`src/rtl/noc_injection_queue.sv`:
```
// Per-node injection FIFO between a core's flit output and the local port of its mesh router.
// Optional NOC_INJ_STATS_EN adds saturating injected-flit and stall counters.
module noc_injection_queue #(
  parameter int PL      = 32,
  parameter int DEPTH   = 4,
  parameter int NODE_ID = 0,
  parameter int NODES   = 9
) (
  input  logic          clk,
  input  logic          rst,
  input  logic [0:PL-1] core_flit,
  output logic          core_ready,
  input  logic          router_avail,
  output logic [0:PL-1] noc_flit,
  output logic          err_bad_dest,
  output logic [15:0]   stat_sent,
  output logic [15:0]   stat_stall
);

  localparam int AW = $clog2(DEPTH);
  localparam logic [AW:0] FULL_CNT = (AW+1)'(DEPTH);
  // A node id outside the mesh means a broken instantiation; reject every flit rather than inject garbage.
  localparam int unsigned DEST_LIMIT = (NODE_ID < NODES) ? NODES : 0;

  typedef enum logic [1:0] {
    Q_EMPTY,
    Q_PARTIAL,
    Q_FULL
  } q_state_e;

  logic [0:PL-1] mem [DEPTH];
  logic [AW-1:0] wr_ptr;
  logic [AW-1:0] rd_ptr;
  logic [AW:0]   count;
  q_state_e      q_state;

  logic [3:0] dest;
  logic       dest_legal;
  logic       offer;
  logic       push;
  logic       pop;

  always_comb begin
    q_state = Q_PARTIAL;
    if (count == '0)            q_state = Q_EMPTY;
    else if (count == FULL_CNT) q_state = Q_FULL;
  end

  // Ready depends on occupancy only: a full queue never takes a flit, even when the head pops this cycle.
  assign core_ready = (q_state != Q_FULL);

  assign dest       = core_flit[1:4];
  assign dest_legal = (32'(dest) < DEST_LIMIT);
  assign offer      = core_flit[0] && core_ready;
  assign push       = offer && dest_legal;
  assign pop        = (q_state != Q_EMPTY) && router_avail;

  // NOTE: sequential state uses non-blocking assignments so every register samples pre-edge values.
  always_ff @(posedge clk) begin
    if (rst) begin
      wr_ptr       <= '0;
      rd_ptr       <= '0;
      count        <= '0;
      noc_flit     <= '0;
      err_bad_dest <= 1'b0;
    end else begin
      err_bad_dest <= offer && !dest_legal;
      noc_flit     <= pop ? mem[rd_ptr] : '0;
      if (push) wr_ptr <= wr_ptr + 1'b1;
      if (pop)  rd_ptr <= rd_ptr + 1'b1;
      case ({push, pop})
        2'b10:   count <= count + 1'b1;
        2'b01:   count <= count - 1'b1;
        default: count <= count;
      endcase
    end
  end

  // NOTE: the storage array has no reset; count and pointers alone define which entries are valid.
  always_ff @(posedge clk) begin
    if (push) mem[wr_ptr] <= core_flit;
  end

`ifdef NOC_INJ_STATS_EN
  logic stall;
  assign stall = (q_state != Q_EMPTY) && !router_avail;

  always_ff @(posedge clk) begin
    if (rst) begin
      stat_sent  <= '0;
      stat_stall <= '0;
    end else begin
      if (pop && stat_sent != 16'hFFFF)    stat_sent  <= stat_sent + 16'd1;
      if (stall && stat_stall != 16'hFFFF) stat_stall <= stat_stall + 16'd1;
    end
  end
`else
  assign stat_sent  = '0;
  assign stat_stall = '0;
`endif

endmodule

```
`config.mk`:
```
export PLATFORM = sky130hd
export DESIGN_NAME = noc_injection_queue
export DESIGN_NICKNAME = d
export VERILOG_FILES = /design/src/rtl/noc_injection_queue.sv
export SDC_FILE = /design/constraint.sdc
export NUM_CORES = 1
export LEC_CHECK = 0
export ABC_AREA = 1
export BUFFER_PORTS_ARGS = -buffer_cell sky130_fd_sc_hd__clkbuf_2
export CAP_MARGIN = 10
export CORE_UTILIZATION = 51
export CTS_CLUSTER_DIAMETER = 60
export DETAILED_ROUTE_END_ITERATION = 10
export GPL_TIMING_DRIVEN = 0
export HOLD_SLACK_MARGIN = 0.12
export PLACE_DENSITY = 0.73
export SYNTH_ARGS = -nofsm -noshare
export SYNTH_HDL_FRONTEND = slang
export SYNTH_SLANG_ARGS = --single-unit
```
`constraint.sdc`:
```
create_clock -name clk -period 3.9 [get_ports clk]
set_input_delay 0.975 -clock clk [delete_from_list [all_inputs] [get_ports clk]]
set_output_delay 0.975 -clock clk [all_outputs]
set_load 0.1 [all_outputs]
```
==> impl_metrics.ini <==
[run_status]
status = finished, final reports clean

[clock_tree]
clk_latency_ns = 0.42
cts_root_buffer = clkbuf_16
ctsHoldBuffers = 0
htreeDepth = 4
clock_path_buffers = 2
cts-resized-gates = 0
postCtsSetupRepairBufs = 0
cts_num_sinks = 168
clkSlewWorstSetupHoldPaths_ns = 0.06
numCtsBuffers = 17
cts_tree = built

[route]
avgViaCountPerCell = 4.89
dr_total_vias = 3998
postRouteAntennaNets = 0
first_pass_iters = 4
drt_iter0_markers = 195
avgRoutedWirePerCell_microns = 15.5
routed_wl_microns = 12700
drc_errors = 0

[worst_setup_path]
critical_path_arrival_ns = 2.94
critPathCaptureType = flop
required_ns = 4.22
crit_top_cell = nand2_1
start_kind = input pin
crit_type = input pin to flop
cp_max_fo = 6
cpPeakStageDelay_ns = 0.38
cp_slowest_cell = nand2_1
critical_path_buf_inv_count = 2
critical-path-top-delay-family = simple AND/OR/NAND/NOR gates
worstPathCellList = clkbuf_2 > nor2_1 > nand2_1 > nand2_1 > nand2_1 > ha_1 > inv_1 > fa_1 > or2_2 > nand2_1 > nand2_1 > nand2_1 > nor2_1

[global_routing]
grt_overflow = 0
grt_pass1_vias = 3922
antenna_found_initial = 0
gr-usage-met1_pct = 25.4
grt.busiest_layer = met2
gr-usage-all-layers_pct = 21.3
grt_max_degree = 24
met3_usage_pct = 6.27
grt_pass1_wl_microns = 19900
grtUsageMet2_pct = 36.0

[yosys]
yosysUniqueCellTypes = 22
avgSynthCellArea_sq_um = 12.3
yosysSeqAreaShare_pct = 73.4
ys_ff_latch = 168
syn_area_sq_um = 6330
yosys_warnings = 0
syn_inst = 515

[die]
ios = 101
rows = 40
dieHeight_microns = 113
start_util_pct = 52.5
fp.dieW_microns = 113
die_area_sq_um = 12900
coreArea_sq_um = 12100

[pwr]
switching_share_pct = 35.3
vdd_ir_drop_max_uv = 381
leakagePower_uw = 0.00300
seqPwrFrac_pct = 42.1
p_clk_share_pct = 29.5
power_frac_comb_pct = 28.4
power_switching_uw = 1780
p_per_area_nw_per_um2 = 658
power.internal_uw = 3250

[layout]
final_cell_count_no_fill = 817
nets = 678
final_layout_size_suffix_gt1_share_pct = 24.2
antennaDiodeCount = 0
area_delta_synth_final_pct = 20.8

[sta]
post-route-period-util_pct = 67.2
hold_viol_final = 0
hold-worst-slack_ns = 0.510
finalSetupViolCount = 0
clock_skew_ns = 0.00654
rsz0062_at_grt = no
fin_crit_ns = 2.62
fmax_ghz = 0.382
tns_ns = 0
slew_violations = 0
worst_slew_pin_slew_ns = 0.641
slew_headroom_pct = 57.3

[placement]
routabilityCongestion = 0.706
dp.cells = 786
io_buffer_count = 68
hpwl_microns = 7970

[hold_path]
hold_path.class = flop to flop

[flow_run]
maxCapViolations = 0
## final timing paths
path / start / end / slack (ns) / cells past startpoint
worst max-delay path: core_flit[2] / count[2] / 1.28 / 13
worst max register to register: count[0] / count[2] / 1.69 / 11
worst min register to register: mem[3][3] / noc_flit[28] / 0.51 / 2
worst min-delay path: mem[3][3] / noc_flit[28] / 0.51 / 2
## logic make-up (layout without fill, tap and decap cells)
family                   count (synthesis)  count (layout)  synth area share (%)
flip-flops                             168             168                  73.4
XOR/XNOR                                 1               1                 0.138
AND/OR/NAND/NOR                        159             159                  9.59
adder cells (fa/ha/maj)                  6               6                  1.30
AO/OA/AOI/OAI                          106             106                  8.44
other                                    1              32                0.0592
buffers and inverters                   74             177                  7.11
## metal layers
metal / up-vias / share of wire (%)
li1: 1944 / -
met1: 1879 / 40
met2: 155 / 52
met3: 20 / 6.6
met4: 0 / 1.6
met5: - / 0
## cell usage after synthesis, drive strengths merged
| cell | count | share of area, % |
|---|---|---|
| nor2 | 141 | 8.4 |
| edfxtp | 128 | 61 |
| o21ai | 67 | 5.3 |
| buf | 50 | 5.7 |
| dfxtp | 40 | 13 |
| a21oi | 39 | 3.1 |
| inv | 18 | 1.1 |
| nand2 | 15 | 0.93 |
| clkbuf | 6 | 0.36 |
| ha | 5 | 0.99 |
| nand3 | 2 | 0.16 |
| conb | 1 | 0.059 |
| fa | 1 | 0.32 |
| or2 | 1 | 0.099 |
| xor2 | 1 | 0.14 |
## cell usage in the layout, fill, tap and decap left out
master and instances:
buf_16 2, a21oi_2 1, nor2_1 136, nand2_1 14, clkbuf_2 68, or2_2 1
buf_6 4, nor2_4 4, nor2_2 1, a21oi_1 38, inv_1 15, nand2_2 1
clkbuf_16 18, o21ai_0 28, clkbuf_1 13, buf_12 2, xor2_1 1, o21ai_1 39
fa_1 1, clkinv_2 4, conb_1 32, edfxtp_1 128, buf_2 12, ha_1 5
inv_2 3, dfxtp_1 40, nand3_1 2, buf_4 34, clkbuf_8 2
## stage by stage
stage / instance area, sq um / total power [uW] / worst slack, ns / utilization [%]
final: 7650 / 5030 / 1.28 / 63.4
after detailed placement: 7120 / 3580 / 0.842 / 59.1
after CTS: 7650 / 5060 / 1.29 / 63.4
after floorplan: 6450 / 3270 / 0.737 / -
after global routing: 7650 / 5250 / 1.13 / 63.4
after global placement: 7000 / 3530 / -0.619 / 58.0
## sequential cells by signal, summed over array words and instances (netlist names)
signal        flops
count             3
err_bad_dest      1
mem             128
noc_flit         32
rd_ptr            2
wr_ptr            2
## cell type report
type / count / area (sq um)
clock inverters: 4 / 20.0
inverters: 18 / 67.6
repair buffers: 72 / 435
well taps: 168 / 210
plain buffers: 56 / 383
multi-input cells: 304 / 1380
clock buffers: 27 / 504
flip-flops and latches: 168 / 4640
fillers: 910 / 4410
## power by group through the flow
stage | registers [uW] | logic (uW) | clock network [uW]
detailed placement | 2150 | 1430 | 0
global placement | 2150 | 1380 | 0
floorplan | 2580 | 693 | 0
finish | 2120 | 1430 | 1490
CTS | 2120 | 1440 | 1510
global route | 2130 | 1540 | 1590
## worst min-delay path, stage by stage, from the launching register on
cell and delay [ns]:
edfxtp_1 0.32, o21ai_1 0.05, a21oi_1 0.10
Note: power is estimated with default switching activity, not from simulation.
